--- config.mk ---
export PLATFORM = sky130hd
export DESIGN_NAME = load_store_unit
export DESIGN_NICKNAME = d
export VERILOG_FILES = /design/src/rtl/lsu_pkg.sv /design/src/rtl/lsu_align.sv /design/src/rtl/load_store_unit.sv
export SDC_FILE = /design/constraint.sdc
export NUM_CORES = 1
export LEC_CHECK = 0
export CAP_MARGIN = 10
export CORE_AREA = 2 2 102 104
export DETAILED_ROUTE_END_ITERATION = 7
export DIE_AREA = 0 0 104 106
export DONT_BUFFER_PORTS = 1
export GPL_TIMING_DRIVEN = 1
export PLACE_DENSITY = 0.75
export SKIP_CTS_REPAIR_TIMING = 1
export SYNTH_ARGS = -nofsm -noshare
export SYNTH_HDL_FRONTEND = slang
export SYNTH_HIERARCHICAL = 1
export SYNTH_SLANG_ARGS = --single-unit
--- constraint.sdc ---
create_clock -name clk -period 4.6 [get_ports clk]
set_input_delay 0.92 -clock clk [delete_from_list [all_inputs] [get_ports clk]]
set_output_delay 0.92 -clock clk [all_outputs]
set_load 0.02 [all_outputs]
--- src/rtl/lsu_pkg.sv ---
// Shared definitions for the load/store unit.
//   - funct3 width/sign codes for loads and stores
//   - FSM state encoding
//   - byte-enable base patterns (shifted by the byte offset)
//   - f3_illegal(): flags funct3 codes that have no meaning for the direction
package lsu_pkg;

    localparam logic [2:0] F3_B  = 3'b000;
    localparam logic [2:0] F3_H  = 3'b001;
    localparam logic [2:0] F3_W  = 3'b010;
    localparam logic [2:0] F3_BU = 3'b100;
    localparam logic [2:0] F3_HU = 3'b101;

    typedef enum logic [1:0] {
        ST_IDLE = 2'd0,
        ST_REQ  = 2'd1,
        ST_WAIT = 2'd2,
        ST_RESP = 2'd3
    } lsu_state_e;

    localparam logic [3:0] BE_BYTE = 4'b0001;
    localparam logic [3:0] BE_HALF = 4'b0011;
    localparam logic [3:0] BE_WORD = 4'b1111;

    // Loads accept b/h/w/bu/hu; stores only accept b/h/w.
    function automatic logic f3_illegal(input logic is_load, input logic [2:0] f3);
        if (is_load) begin
            return !((f3 == F3_B) || (f3 == F3_H) || (f3 == F3_W) ||
                     (f3 == F3_BU) || (f3 == F3_HU));
        end
        return (f3 > F3_W);
    endfunction

endpackage

--- src/rtl/lsu_align.sv ---
// Combinational lane alignment for the load/store unit.
// Inputs : funct3 (width/sign), addr_lo (byte offset), rs2_data (store data,
//          right-justified), dmem_rdata (read word).
// Outputs: be (store byte enables), wdata (lane-replicated store data),
//          load_data (extracted and extended load value), misalign (offset
//          not a multiple of the access size).
module lsu_align
    import lsu_pkg::*;
(
    input  logic [2:0]  funct3,
    input  logic [1:0]  addr_lo,
    input  logic [31:0] rs2_data,
    input  logic [31:0] dmem_rdata,
    output logic [3:0]  be,
    output logic [31:0] wdata,
    output logic [31:0] load_data,
    output logic        misalign
);

    logic [7:0]  rbyte;
    logic [15:0] rhalf;

    always_comb begin
        be       = BE_WORD;
        wdata    = rs2_data;
        misalign = 1'b0;
        // funct3[1:0] encodes the size for both loads and stores.
        case (funct3[1:0])
            2'b00: begin
                be    = BE_BYTE << addr_lo;
                wdata = {4{rs2_data[7:0]}};
            end
            2'b01: begin
                be       = BE_HALF << addr_lo;
                wdata    = {2{rs2_data[15:0]}};
                misalign = addr_lo[0];
            end
            default: begin
                be       = BE_WORD;
                wdata    = rs2_data;
                misalign = (addr_lo != 2'b00);
            end
        endcase
    end

    always_comb begin
        rbyte = dmem_rdata[7:0];
        case (addr_lo)
            2'd0:    rbyte = dmem_rdata[7:0];
            2'd1:    rbyte = dmem_rdata[15:8];
            2'd2:    rbyte = dmem_rdata[23:16];
            default: rbyte = dmem_rdata[31:24];
        endcase
        rhalf = addr_lo[1] ? dmem_rdata[31:16] : dmem_rdata[15:0];

        case (funct3)
            F3_B:    load_data = {{24{rbyte[7]}}, rbyte};
            F3_BU:   load_data = {24'd0, rbyte};
            F3_H:    load_data = {{16{rhalf[15]}}, rhalf};
            F3_HU:   load_data = {16'd0, rhalf};
            default: load_data = dmem_rdata;
        endcase
    end

endmodule

--- src/rtl/load_store_unit.sv ---
// Load/store unit: initiator side of the data-memory port.
// Core side : req_valid/req_ready handshake (accept when both high in IDLE),
//             mem_read/mem_write direction, funct3, alu_result address,
//             rs2_data store data; resp_valid pulse with load_data and fault.
// Memory    : dmem_req/we/addr/be/wdata held stable until dmem_gnt;
//             dmem_rvalid/dmem_rdata return load data in WAIT only.
// Debug     : state_dbg exposes the current FSM state.
// Handshakes: the core may present req_valid at any time; it is taken only
//             when req_ready=1. dmem_req stays high with stable fields until
//             the cycle dmem_gnt=1. dmem_rvalid counts only in WAIT.
module load_store_unit
    import lsu_pkg::*;
#(
    parameter int ADDR_WIDTH = 32,
    parameter int DATA_WIDTH = 32
) (
    input  logic                  clk,
    input  logic                  rst,
    input  logic                  req_valid,
    output logic                  req_ready,
    input  logic                  mem_read,
    input  logic                  mem_write,
    input  logic [2:0]            funct3,
    input  logic [ADDR_WIDTH-1:0] alu_result,
    input  logic [DATA_WIDTH-1:0] rs2_data,
    output logic                  resp_valid,
    output logic [DATA_WIDTH-1:0] load_data,
    output logic                  fault,
    output logic                  dmem_req,
    output logic                  dmem_we,
    output logic [ADDR_WIDTH-1:0] dmem_addr,
    output logic [3:0]            dmem_be,
    output logic [DATA_WIDTH-1:0] dmem_wdata,
    input  logic                  dmem_gnt,
    input  logic                  dmem_rvalid,
    input  logic [DATA_WIDTH-1:0] dmem_rdata,
    output lsu_state_e            state_dbg
);

    lsu_state_e            state_q, state_d;
    logic [2:0]            f3_q, f3_d;
    logic [1:0]            addr_lo_q, addr_lo_d;
    logic                  is_load_q, is_load_d;
    logic                  req_ready_q, req_ready_d;
    logic                  resp_valid_q, resp_valid_d;
    logic                  fault_q, fault_d;
    logic [DATA_WIDTH-1:0] load_data_q, load_data_d;
    logic                  dmem_req_q, dmem_req_d;
    logic                  dmem_we_q, dmem_we_d;
    logic [ADDR_WIDTH-1:0] dmem_addr_q, dmem_addr_d;
    logic [3:0]            dmem_be_q, dmem_be_d;
    logic [DATA_WIDTH-1:0] dmem_wdata_q, dmem_wdata_d;

    logic [2:0]            al_f3;
    logic [1:0]            al_addr;
    logic [3:0]            al_be;
    logic [DATA_WIDTH-1:0] al_wdata;
    logic [DATA_WIDTH-1:0] al_load;
    logic                  al_misalign;
    logic                  req_fault;

    // In IDLE the aligner looks at the incoming request (to build be/wdata and
    // the misalign check); afterwards it uses the latched fields for extraction.
    assign al_f3   = (state_q == ST_IDLE) ? funct3 : f3_q;
    assign al_addr = (state_q == ST_IDLE) ? alu_result[1:0] : addr_lo_q;

    lsu_align u_align (
        .funct3     (al_f3),
        .addr_lo    (al_addr),
        .rs2_data   (rs2_data),
        .dmem_rdata (dmem_rdata),
        .be         (al_be),
        .wdata      (al_wdata),
        .load_data  (al_load),
        .misalign   (al_misalign)
    );

    assign req_fault = (mem_read == mem_write) || f3_illegal(mem_read, funct3) || al_misalign;

    always_comb begin
        state_d      = state_q;
        f3_d         = f3_q;
        addr_lo_d    = addr_lo_q;
        is_load_d    = is_load_q;
        fault_d      = fault_q;
        load_data_d  = load_data_q;
        dmem_req_d   = dmem_req_q;
        dmem_we_d    = dmem_we_q;
        dmem_addr_d  = dmem_addr_q;
        dmem_be_d    = dmem_be_q;
        dmem_wdata_d = dmem_wdata_q;

        case (state_q)
            ST_IDLE: begin
                if (req_valid) begin
                    f3_d        = funct3;
                    addr_lo_d   = alu_result[1:0];
                    is_load_d   = mem_read;
                    load_data_d = '0;
                    if (req_fault) begin
                        // Rejected accesses never reach memory.
                        fault_d = 1'b1;
                        state_d = ST_RESP;
                    end else begin
                        dmem_req_d   = 1'b1;
                        dmem_we_d    = mem_write;
                        dmem_addr_d  = {alu_result[ADDR_WIDTH-1:2], 2'b00};
                        dmem_be_d    = mem_read ? BE_WORD : al_be;
                        dmem_wdata_d = mem_read ? '0 : al_wdata;
                        state_d      = ST_REQ;
                    end
                end
            end
            ST_REQ: begin
                // An rvalid coinciding with gnt is not taken here.
                if (dmem_gnt) begin
                    dmem_req_d = 1'b0;
                    state_d    = is_load_q ? ST_WAIT : ST_RESP;
                end
            end
            ST_WAIT: begin
                if (dmem_rvalid) begin
                    load_data_d = al_load;
                    state_d     = ST_RESP;
                end
            end
            default: begin
                fault_d = 1'b0;
                state_d = ST_IDLE;
            end
        endcase

        req_ready_d  = (state_d == ST_IDLE);
        resp_valid_d = (state_d == ST_RESP);
    end

    always_ff @(posedge clk) begin
        if (rst) begin
            state_q      <= ST_IDLE;
            f3_q         <= '0;
            addr_lo_q    <= '0;
            is_load_q    <= 1'b0;
            req_ready_q  <= 1'b1;
            resp_valid_q <= 1'b0;
            fault_q      <= 1'b0;
            load_data_q  <= '0;
            dmem_req_q   <= 1'b0;
            dmem_we_q    <= 1'b0;
            dmem_addr_q  <= '0;
            dmem_be_q    <= '0;
            dmem_wdata_q <= '0;
        end else begin
            state_q      <= state_d;
            f3_q         <= f3_d;
            addr_lo_q    <= addr_lo_d;
            is_load_q    <= is_load_d;
            req_ready_q  <= req_ready_d;
            resp_valid_q <= resp_valid_d;
            fault_q      <= fault_d;
            load_data_q  <= load_data_d;
            dmem_req_q   <= dmem_req_d;
            dmem_we_q    <= dmem_we_d;
            dmem_addr_q  <= dmem_addr_d;
            dmem_be_q    <= dmem_be_d;
            dmem_wdata_q <= dmem_wdata_d;
        end
    end

    assign req_ready  = req_ready_q;
    assign resp_valid = resp_valid_q;
    assign fault      = fault_q;
    assign load_data  = load_data_q;
    assign dmem_req   = dmem_req_q;
    assign dmem_we    = dmem_we_q;
    assign dmem_addr  = dmem_addr_q;
    assign dmem_be    = dmem_be_q;
    assign dmem_wdata = dmem_wdata_q;
    assign state_dbg  = state_q;

endmodule

Word level (Yosys, flattened, before mapping)
Cells that the tools add are included.
{"block": "word_totals", "wordCells": 88, "output_inout_bits": 107, "reg_bits": 111, "input_bits": 106}
{"block": "classes", "n_mux": 29, "bitwise": 2, "order_cmp": 1, "shift": 2, "eq_ne": 19, "n_reduce_logical": 22}
{"cell": "32-bit one-hot mux with 2 select lines", "count": 2}
{"cell": "32-bit one-hot mux with 4 select lines", "count": 1}
{"cell": "32-bit two-way mux", "count": 3}
{"cell": "8-bit one-hot mux with 3 select lines", "count": 1}
{"cell": "16-bit two-way mux", "count": 1}
{"cell": "3-bit equality test (second input constant)", "count": 4}
{"cell": "2-bit two-way mux", "count": 5}
{"cell": "2-bit inequality test (second input constant)", "count": 5}
{"cell": "1-bit two-way mux", "count": 9}
{"cell": "3-bit AND reduction", "count": 3}
{"cell": "2-bit logical NOT", "count": 4}
{"cell": "4-bit one-hot mux with 2 select lines", "count": 1}
{"cell": "2-bit by 1-bit equality test with 1-bit output (second input constant)", "count": 3}
{"cell": "2-bit equality test (second input constant)", "count": 3}
{"cell": "3-bit by 1-bit equality test with 1-bit output (second input constant)", "count": 2}
{"cell": "3-bit logical NOT", "count": 2}
{"cell": "1-bit logical OR", "count": 6}
{"cell": "1-bit one-hot mux with 2 select lines", "count": 3}
{"cell": "2-bit one-hot mux with 3 select lines", "count": 1}
{"cell": "2-bit nonzero test", "count": 3}
{"cell": "4-bit two-way mux", "count": 1}
{"cell": "4-bit AND reduction", "count": 1}
{"cell": "1-bit by 2-bit << shifter with 4-bit output (first input constant)", "count": 1}
{"cell": "2-bit by 2-bit << shifter with 4-bit output (first input constant)", "count": 1}
{"cell": "other kinds (8)", "count": 9}

Depth between registers and ports, before layout
Gate-level depths: netlist of run 1.
{"block": "depth", "word_depth": 14, "mapped_depth": 14, "depth_no_buf": 9}

By module
Netlist of run 1, hierarchy kept.
{"module": "load_store_unit", "cells_each": 531, "seq_area_each_um2": 2222.1, "instances": 1, "area_per_inst_um2": 4433.0}
{"module": "lsu_align", "cells_each": 209, "seq_area_each_um2": 0.0, "instances": 1, "area_per_inst_um2": 1432.6}

Worst setup path before layout of run 1
No wires, ideal clock.
{"block": "synth_path", "kind": "register -> register", "from": "register state_q[0], in the netlist state_dbg[0]", "to": "register resp_valid_q, in the netlist resp_valid", "synth_period_minus_slack_ps": 3158, "required_time_ps": 4453, "setup_slack_ps": 1442, "arrival_time_ps": 3011, "n_path_buf": 4, "stages_incl_launch_ff": 14, "setup_ps": 147, "path_cell_list": "dfxtp_1 > inv_1 > ha_1 > clkbuf_1 > mux2_2 > buf_6 > clkbuf_8 > buf_4 > o21ai_0 > o21ai_0 > nand2b_1 > a2111oi_0 > o211a_1 > nor4_1"}
{"block": "synth_between", "elab_chain_len": 9, "word_cells_on_any_way": 16, "classes_between": "eq/ne: 4; mux: 8; reduce/logical: 4"}
{"element": "start, declared", "line": "load_store_unit.sv:40", "source": "lsu_state_e state_q, state_d;"}
{"element": "start signal, assigned", "line": "load_store_unit.sv:153", "source": "state_q <= state_d;"}
{"element": "2-bit logical NOT", "line": "load_store_unit.sv:65", "source": "assign al_addr = (state_q == ST_IDLE) ? alu_result[1:0] : addr_lo_q;"}
{"element": "2-bit two-way mux", "line": "load_store_unit.sv:65"}
{"element": "net al_addr[1]", "line": "load_store_unit.sv:55", "source": "logic [1:0] al_addr;"}
{"element": "2-bit nonzero test", "line": "lsu_align.sv:41", "source": "misalign = (addr_lo != 2'b00);"}
{"element": "1-bit one-hot mux with 2 select lines", "line": "lsu_align.sv:28", "source": "case (funct3[1:0])"}
{"element": "net al_misalign", "line": "load_store_unit.sv:59", "source": "logic al_misalign;"}
{"element": "1-bit logical OR", "line": "load_store_unit.sv:78", "source": "assign req_fault = (mem_read == mem_write) || f3_illegal(mem_read, funct3) || al_misalign;"}
{"element": "2-bit two-way mux", "line": "load_store_unit.sv:100", "source": "if (req_fault) begin"}
{"element": "2-bit two-way mux", "line": "load_store_unit.sv:95", "source": "if (req_valid) begin"}
{"element": "2-bit one-hot mux with 3 select lines", "line": "load_store_unit.sv:93", "source": "case (state_q)"}
{"element": "2-bit equality test", "line": "load_store_unit.sv:134", "source": "resp_valid_d = (state_d == ST_RESP);"}
{"element": "end signal, assigned", "line": "load_store_unit.sv:158", "source": "resp_valid_q <= resp_valid_d;"}
{"element": "end, declared", "line": "load_store_unit.sv:45", "source": "logic resp_valid_q, resp_valid_d;"}
The timed path passes the listed nets, and every way through them passes these cells.
A chain may end at the register's enable or synchronous reset.

Worst setup path in the final report of run 1
{"block": "layout_path", "from": "register state_q[1], in the netlist state_dbg[1]", "to": "register dmem_be_q[2], in the netlist dmem_be[2]"}
{"block": "layout_between", "elab_chain_len": 7, "word_cells_on_any_way": 14, "classes_between": "eq/ne: 1; shift: 2; mux: 5; bitwise: 1; reduce/logical: 5"}
{"element": "2-bit logical NOT", "line": "load_store_unit.sv:65"}
{"element": "2-bit two-way mux", "line": "load_store_unit.sv:65"}
{"element": "net al_addr[1]", "line": "load_store_unit.sv:55"}
{"element": "2-bit nonzero test", "line": "lsu_align.sv:41"}
{"element": "1-bit one-hot mux with 2 select lines", "line": "lsu_align.sv:28"}
{"element": "net al_misalign", "line": "load_store_unit.sv:59"}
{"element": "1-bit logical OR", "line": "load_store_unit.sv:78"}
{"element": "1-bit NOT (no source line)"}
{"element": "3-bit AND reduction (no source line)"}
{"element": "end signal, assigned", "line": "load_store_unit.sv:164", "source": "dmem_be_q <= dmem_be_d;"}
{"element": "end, declared", "line": "load_store_unit.sv:51", "source": "logic [3:0] dmem_be_q, dmem_be_d;"}
The timed path passes the listed nets, and every way through them passes these cells.

==> results of run 1 <==
-- registers in the layout, indices dropped and copies added (netlist names) --
name and cells:
load_data 32, dmem_addr 30, req_ready 1, addr_lo_q 2
resp_valid 1, state_dbg 2, dmem_be 4, dmem_req 1
f3_q 3, fault 1, is_load_q 1, dmem_wdata 32
dmem_we 1
-- synth_stat cells (5+ instances only) --
| cell | number |
|---|---|
| mux2_2 | 14 |
| inv_1 | 18 |
| nand4_1 | 20 |
| o21ai_1 | 40 |
| clkbuf_1 | 45 |
| dfxtp_1 | 111 |
| buf_1 | 7 |
| buf_4 | 15 |
| mux2i_1 | 14 |
| nand4b_1 | 12 |
| o22a_1 | 5 |
| nand3_1 | 63 |
| nand2_1 | 99 |
| nor2_1 | 14 |
| o21ai_0 | 44 |
| a311oi_1 | 12 |
| a32oi_1 | 16 |
| a21oi_1 | 117 |
| buf_2 | 17 |
| mux4_2 | 6 |
-- cell families (layout without fill, tap and decap cells) --
group,after synthesis,count (layout),share of synthesized area [%]
other,1,2,0.0639
buffers and inverters,107,40,8.68
AO/OA/AOI/OAI,251,251,24.9
flip-flops,111,111,37.9
multiplexers,37,37,8.53
XOR/XNOR,1,1,0.149
AND/OR/NAND/NOR,228,228,18.9
adder cells (fa/ha/maj),4,4,0.853
-- layout by cell type, fill, tap and decap left out, types with 5 or more instances in the layout --
master | netlist | layout
a311oi_1 | 12 | 12
o22a_1 | 5 | 5
o21ai_0 | 44 | 44
dfxtp_1 | 111 | 111
o21ai_1 | 40 | 39
clkbuf_8 | 1 | 9
nand3_1 | 63 | 63
a32oi_1 | 16 | 16
buf_4 | 15 | 5
nand4_1 | 20 | 20
nor2_1 | 14 | 14
inv_1 | 18 | 18
mux4_2 | 6 | 6
nand4b_1 | 12 | 12
nand2_1 | 99 | 98
mux2_2 | 14 | 14
mux2i_1 | 14 | 14
a21oi_1 | 117 | 117
-- stage by stage --
| step | util (%) | instances | setup slack [ns] | instance area, µm² | hold slack (ns) |
|---|---|---|---|---|---|
| 6_report | 58.3 | 810 | 0.812 | 5830 | 0.461 |
| 5_1_grt | 58.3 | 810 | 0.408 | 5830 | 0.476 |
| 4_1_cts | 58.1 | 809 | 0.833 | 5810 | 0.456 |
| 3_5_place_dp | 56.5 | 794 | 0.835 | 5650 | 0.443 |
| 3_3_place_gp | 56.5 | 794 | 1.07 | 5650 | 0.438 |
| 2_1_floorplan | - | 741 | 1.44 | 5870 | 0.434 |
-- area by class of cell --
| type | count | share of cell area, % |
|---|---|---|
| inverter | 19 | 1.22 |
| clock buffer | 11 | 2.25 |
| multi-input combinational | 523 | 54.0 |
| tap | 136 | 2.92 |
| clock inverter | 4 | 0.536 |
| sequential | 111 | 38.1 |
| timing repair buffer | 6 | 0.987 |
-- worst max-delay path by stage --
stage                            end  depth (start not counted)
after CTS                 dmem_be[2]                          8
after global placement    dmem_be[2]                          8
after global routing      dmem_be[1]                          8
final                     dmem_be[2]                          8
after detailed placement  dmem_be[2]                          8
after floorplan           resp_valid                         13
-- worst max-delay path, delay by kind of cell (launching register included) --
kind,cells,cell delay (ns)
fa+ha+maj,1,0.37
flops,1,0.55
mux,1,0.75
buf+inv,1,0.13
compound gates,4,1.63
simple gates,1,0.24
-- power breakdown --
part           switching [W]  internal (W)
clock network       0.000325      0.000198
registers           0.000200       0.00107
logic                0.00117      0.000562
-- layer usage --
| layer | up-vias | global-route usage (%) | part of all wire (%) |
|---|---|---|---|
| met5 | - | 0 | 0 |
| met4 | 0 | 10.5 | 2.7 |
| met3 | 47 | 9.69 | 12 |
| met2 | 338 | 42.8 | 45 |
| met1 | 2488 | 38.7 | 40 |
| li1 | 2512 | - | - |
==> results.yml, run 1 <==
run_status:
  status: "finished, final reports clean"
sta:
  rsz0062_at_grt: "no"
  setup_viol: 0
  finalHoldViolations: 0
  period_share_pct: 82.3
  slew_violations: 0
  post-route-min-period_ns: 3.79
  relSlewSlack_pct: 19.5
  fin_tns_setup_ns: 0
  fin_worst_skew_ns: 0.0115
  worstMarginPinSlew_ns: 1.21
  fmax_mhz: 264
layout:
  syn2layout_area_growth_pct: -0.597
  diodes: 0
  nets: 780
  multi_input_area_um2: 3150
  ff_latch_area_um2: 2220
  nFillCells: 935
  drive_gt1_share_pct: 7.57
setup_path:
  cp_slowest_stage_delay_ns: 0.88
  critPathCaptureType: "flip-flop"
  worst_path_most_repeated_cell: "o21ai_0"
  worstPathArrival_ns: 4.07
  critPathLaunch: "state_dbg[1]"
  crit_type: "reg2reg"
  crit_path_start_kind: "flip-flop"
  r2r-end: "dmem_be[2]"
  r2r_cells: 8
  crit_chain: "inv_1, ha_1, mux2_2, o21ai_0, o21ai_0, a2111o_2, nor2_1, a311oi_1"
  regToRegSetupSlack_ns: 0.81
  crit_fanout: 65
  cp.required_ns: 4.89
  r2r_start: "state_dbg[1]"
  cp_slowest_cell: "a2111o_2"
synthesis:
  synth_flop_cell: "dfxtp_1"
  syn-mean-instance-area_um2: 7.93
  synth_edf_count: 0
  yosysTopAreaCell: "dfxtp_1"
  yosysSeqAreaShare_pct: 37.9
  synth-async-reset-ratio_pct: 0
  syn_area_um2: 5870
  synth_cell_types: 53
  synth_warnings: 6
  synth_top_area_share_pct: 37.9
  synth_cells: 740
  ys_ff_latch: 111
  synthTopCellsByArea: "dfxtp_1, a21oi_1, nand2_1"
route:
  vias: 5385
  drt-total-wl_um: 16300
  drt.antenna.violating_nets: 0
  firstDrtPassIters: 5
  drt_iter0_drc: 642
  wl_per_cell_um: 20.1
  via_per_inst: 6.65
  drc: 0
min_path:
  hold_path_depth: 2
  min_path_type: "reg2reg"
  holdPathEnd: "f3_q[0]"
  min_from: "f3_q[0]"
floorplan:
  rows: 37
  fp.dieW_um: 104
  fp.dieH_um: 106
  ios: 213
  core_area_um2: 10000
  dieArea_um2: 11000
  initial_core_util_pct: 58.7
grt:
  grt_pass1_wl_um: 25800
  grt_max_degree: 112
  first_global_vias: 4874
  overflow: 0
  antenna_found_initial: 0
  grt.total_usage_pct: 28.7
cts:
  cts_root_buffer: "clkbuf_8"
  path_clk_slew_ns: 0.10
  clock_latency_ns: 0.38
  cts-htree-levels: 3
  cts_tree: "done"
  clockBufferDepth: 2
  cts_buffers: 9
  cts.sinks: 111
power:
  vdd_drop_max_v: 0.000466
  power_density_nw_per_um2: 605
  p_total_w: 0.00353
  p_leak_nw: 1.93
place:
  gp_congestion: 0.926
  portBuffers: 0
  hpwlAfterDp_um: 10900
flow_run:
  cap_violations: 0
Note: power is estimated with default switching activity, not from simulation.
==> run 2, diff against run 1 <==
- clock period: 4.6 -> 3.52 ns (I/O delays scaled with it)
==> results.yml, run 2 (same netlist as run 1, synthesis figures left out) <==
run_status:
  status: "finished, final reports clean"
sta:
  relSlewSlack_pct: 40.2
  fin_worst_skew_ns: 0.0215
  setup_viol: 0
  fin_hold_ws_ns: 0.382
  final.setup.worst_slack_ns: 0.260
  rsz0062_at_grt: "no"
  worstMarginPinSlew_ns: 0.874
  fmax_mhz: 307
  period_share_pct: 92.6
  post-route-min-period_ns: 3.26
  finalHoldViolations: 0
  slew_violations: 0
  fin_tns_setup_ns: 0
setup_path:
  crit_family: "compound AO/OA/AOI/OAI gates"
  cp_slowest_cell: "o21ai_0"
  worstSetupEndpoint: "dmem_addr[5]"
  cp_slowest_stage_delay_ns: 0.53
  crit_fanout: 38
  worstPathArrival_ns: 3.57
  r2r_cells: 9
  cp.required_ns: 3.83
  crit_path_start_kind: "flip-flop"
  critPathLaunch: "state_dbg[0]"
  crit_type: "reg2reg"
  r2r_start: "state_dbg[0]"
  regToRegSetupSlack_ns: 0.26
  crit_buf_inv: 3
  worst-path-stages: 9
  crit_chain: "inv_1, ha_1, mux2_2, inv_1, o21ai_0, a2111o_2, buf_12, o21ai_0, a21oi_1"
  r2r-end: "dmem_addr[5]"
  critPathCaptureType: "flip-flop"
floorplan:
  core_area_um2: 10000
  initial_core_util_pct: 58.7
  ios: 213
  fp.dieW_um: 104
  dieArea_um2: 11000
  rows: 37
  fp.dieH_um: 106
layout:
  syn2layout_area_growth_pct: 0.874
  multi_input_area_um2: 3150
  final_common_cell: "a21oi_1"
  nFillCells: 950
  drive_gt1_share_pct: 8.94
  final_cell_mix: "a21oi_1, dfxtp_1, nand2_1"
  nets: 788
  diodes: 0
  ff_latch_area_um2: 2220
cts:
  cts.sinks: 111
  cts_buffers: 9
  cts-htree-levels: 3
  clock_latency_ns: 0.39
  path_clk_slew_ns: 0.11
  clockBufferDepth: 2
  cts_root_buffer: "clkbuf_8"
  cts_tree: "done"
place:
  gp_congestion: 0.929
  portBuffers: 0
  pre_cts_ws_ns: 0.301
  hpwlAfterDp_um: 11300
min_path:
  min_path_type: "in2reg"
grt:
  grt.total_usage_pct: 30.0
  first_global_vias: 4964
  overflow: 0
  antenna_found_initial: 0
  grt_pass1_wl_um: 26800
  grt_max_degree: 112
route:
  drt-total-wl_um: 16900
  wl_per_cell_um: 20.6
  via_per_inst: 6.61
  drt.antenna.violating_nets: 0
  vias: 5404
  drc: 0
  drt_iter0_drc: 469
  firstDrtPassIters: 7
power:
  power_density_nw_per_um2: 802
  vdd_drop_max_v: 0.000576
  p_leak_nw: 1.98
flow_run:
  cap_violations: 0
==> run 2: metal layers <==
metal | GRT usage (%) | vias up | part of all wire, %
met2 | 45.0 | 299 | 46
met4 | 9.65 | 0 | 2.0
li1 | - | 2541 | -
met3 | 12.0 | 34 | 12
met1 | 39.5 | 2530 | 41
met5 | 0 | - | 0
==> run 2: per-stage QoR <==
stage               instances  area, µm²  total power, W  utilization (%)
finish                    818       5920         0.00474             59.2
global route              818       5920         0.00504             59.2
CTS                       818       5920         0.00471             59.2
detailed placement        803       5740         0.00401             57.4
global placement          803       5740         0.00392             57.4
floorplan                 741       5870         0.00359                -
==> run 2: worst min-delay path by stage <==
stage	startpoint	to	slack [ns]	depth (start not counted)
floorplan	addr_lo_q[0]	addr_lo_q[0]	0.43	2
global placement	f3_q[2]	f3_q[2]	0.43	2
detailed placement	f3_q[0]	f3_q[0]	0.44	2
CTS	rst	dmem_wdata[25]	0.36	1
global route	rst	dmem_addr[7]	0.35	1
finish	rst	dmem_addr[7]	0.38	1
==> run 2: area by class of cell <==
type                    instances  area share, %
clock buffers                   9           2.09
multi-input cells             523           53.2
repair buffers                 14           2.20
inverters                      19           1.21
flip-flops and latches        111           37.6
clock inverters                 6          0.888
well taps                     136           2.88
==> run 2: power by group <==
part | leakage, nW | total (W) | switching [W] | internal, W
clock | 0.0842 | 0.000717 | 0.000452 | 0.000265
combinational | 0.994 | 0.00236 | 0.00158 | 0.000788
sequential | 0.898 | 0.00166 | 0.000264 | 0.00140
==> run 3, diff against run 2 <==
- ABC_AREA: default -> 1
- CORE_AREA: 2 2 102 104 -> 2 2 146 148
- DIE_AREA: 0 0 104 106 -> 0 0 148 150
- PLACE_DENSITY: 0.75 -> 0.43
==> results.yml, run 3 <==
synthesis:
  synth_edf_count: 0
  synth_cells: 925
  synth_warnings: 6
  yosysTopAreaCell: "dfxtp_1"
  ys_top_cells_by_count: "nand2_1, dfxtp_1, nand3_1"
  synth_cell_types: 31
  syn-mean-instance-area_um2: 6.58
  synth_flop_cell: "dfxtp_1"
  synthTopCellsByArea: "dfxtp_1, nand2_1, nand3_1"
  yosys.cell_count.top_type: "nand2_1"
  synth-async-reset-ratio_pct: 0
  yosysSeqAreaShare_pct: 36.5
  syn_area_um2: 6090
  ys_ff_latch: 111
  synth_top_area_share_pct: 36.5
power:
  netSwitchingFraction_pct: 46.9
  clock_power_share_pct: 21.4
  p_total_w: 0.00497
  vdd_drop_max_v: 0.000318
  pwr-share-comb_pct: 43.7
  p_leak_nw: 2.74
  p_seq_share_pct: 34.9
  power_density_nw_per_um2: 772
  p_sw_w: 0.00233
  p_int_w: 0.00264
layout:
  drive_gt1_share_pct: 12.9
  nFillCells: 2388
  design_area_um2: 6440
  nets: 990
  final_cell_mix: "nand2_1, dfxtp_1, nand3_1"
  final_common_cell: "nand2_1"
  diodes: 0
  syn2layout_area_growth_pct: 5.84
  fin_util_pct: 31.1
sta:
  fin_worst_skew_ns: 0.00625
  fmax_mhz: 334
  relSlewSlack_pct: 30.1
  slew_violations: 0
  post-route-min-period_ns: 2.99
  period_share_pct: 85.0
  worstMarginPinSlew_ns: 1.05
  fin_tns_setup_ns: 0
  rsz0062_at_grt: "no"
  fin_hold_ws_ns: 0.406
  finalHoldViolations: 0
  setup_viol: 0
setup_path:
  worst_path_most_repeated_cell: "nand3_1"
  crit_type: "reg2reg"
  crit_fanout: 24
  crit_chain: "inv_1, ha_1, o21ai_1, buf_4, nand2_2, or2_4, nand3_4, nand3_1, nand3_1, a21oi_1"
  crit_buf_inv: 2
  crit_path_start_kind: "flip-flop"
  crit_family: "simple AND/OR/NAND/NOR gates"
  worstPathArrival_ns: 3.25
  cp.required_ns: 3.78
  critPathCaptureType: "flip-flop"
  cp_slowest_stage_delay_ns: 0.53
  cp_slowest_cell: "o21ai_1"
cts:
  cts_root_buffer: "clkbuf_16"
  clock_latency_ns: 0.36
  cts-htree-levels: 3
  cts_tree: "done"
  clockBufferDepth: 2
  cts.sinks: 111
  path_clk_slew_ns: 0.08
  cts_buffers: 9
grt:
  grt_max_degree: 106
  grt.total_usage_pct: 17.1
  antenna_found_initial: 0
  overflow: 0
  first_global_vias: 5168
  grt_pass1_wl_um: 29600
place:
  portBuffers: 0
  place_area_um2: 6140
  hpwlAfterDp_um: 13600
  gp_congestion: 0.862
floorplan:
  dieArea_um2: 22200
  core_area_um2: 20700
  fp.dieH_um: 150
  fp.dieW_um: 148
  ios: 213
  rows: 53
  initial_core_util_pct: 29.4
route:
  drt_iter0_drc: 283
  via_per_inst: 4.71
  drt.antenna.violating_nets: 0
  vias: 5464
  wl_per_cell_um: 16.7
  drt-total-wl_um: 19400
  firstDrtPassIters: 4
  drc: 0
run_status:
  status: "finished, final reports clean"
min_path:
  min_path_type: "in2reg"
flow_run:
  cap_violations: 0
run 3: changes by cell type in the layout (fill, tap and decap cells not counted), sizes merged, moves of 15 or more:
cell,before,now
nand2,100,398
o21ai,84,34
inv,21,67
nor2,15,59
a21oi,117,78
nand3,64,88
nand4,20,1
a32oi,16,0
mux2,15,0
run 3: cell families (layout without fill, tap and decap cells):
kind of cell | Yosys count | in the layout | synth area share, %
AOI/OAI and AO/OA | 123 | 123 | 11.9
adders and majority gates | 4 | 4 | 0.822
buffers and inverters | 135 | 94 | 11.2
DFF | 111 | 111 | 36.5
other | 1 | 2 | 0.0616
and+or+nand+nor | 551 | 551 | 39.5
run 3: layer usage:
layer	vias to the layer above	routed length, µm	GRT usage, %
met2	181	8800	27.5
met3	16	2170	6.62
met5	-	0	0
li1	2805	-	-
met1	2462	8110	21.2
met4	0	272	4.95
run 3: final cells by class:
type                       instances  area (µm²)  share of cell area, %
tap                              275         344                   5.34
timing repair buffer              12         115                   1.79
sequential                       111        2220                   34.5
inverter                          66         250                   3.88
clock inverter                     5        52.6                  0.816
multi-input combinational        680        3210                   49.8
clock buffer                      11         253                   3.92
run 3: worst paths after layout:
path,from,endpoint,slack [ns],cells past startpoint
hold / removal,rst,dmem_addr[5],0.41,1
setup / recovery,state_dbg[0],load_data[15],0.53,10
setup reg to reg,state_dbg[0],load_data[15],0.53,10
hold reg to reg,f3_q[2],f3_q[2],0.45,2
run 3: power by group through the flow:
stage	clock network [W]	logic [W]	registers, W
after CTS	0.00112	0.00220	0.00174
after detailed placement	0	0.00219	0.00177
final	0.00107	0.00217	0.00173
after global routing	0.00116	0.00248	0.00176
after floorplan	0	0.00179	0.00172
after global placement	0	0.00221	0.00177
run 3: worst reg2reg max path, stage by stage (launching register included):
cell     delay (ns)
dfxtp_1        0.51
inv_1          0.12
ha_1           0.45
o21ai_1        0.54
buf_4          0.26
nand2_2        0.12
or2_4          0.27
nand3_4        0.32
nand3_1        0.14
nand3_1        0.11
a21oi_1        0.06
run 3: per-stage QoR:
step | std cells | worst slack [ns]
after floorplan | 926 | 0.700
after global placement | 1144 | 0.535
after detailed placement | 1144 | 0.521
after CTS | 1160 | 0.515
after global routing | 1160 | 0.228
final | 1160 | 0.527
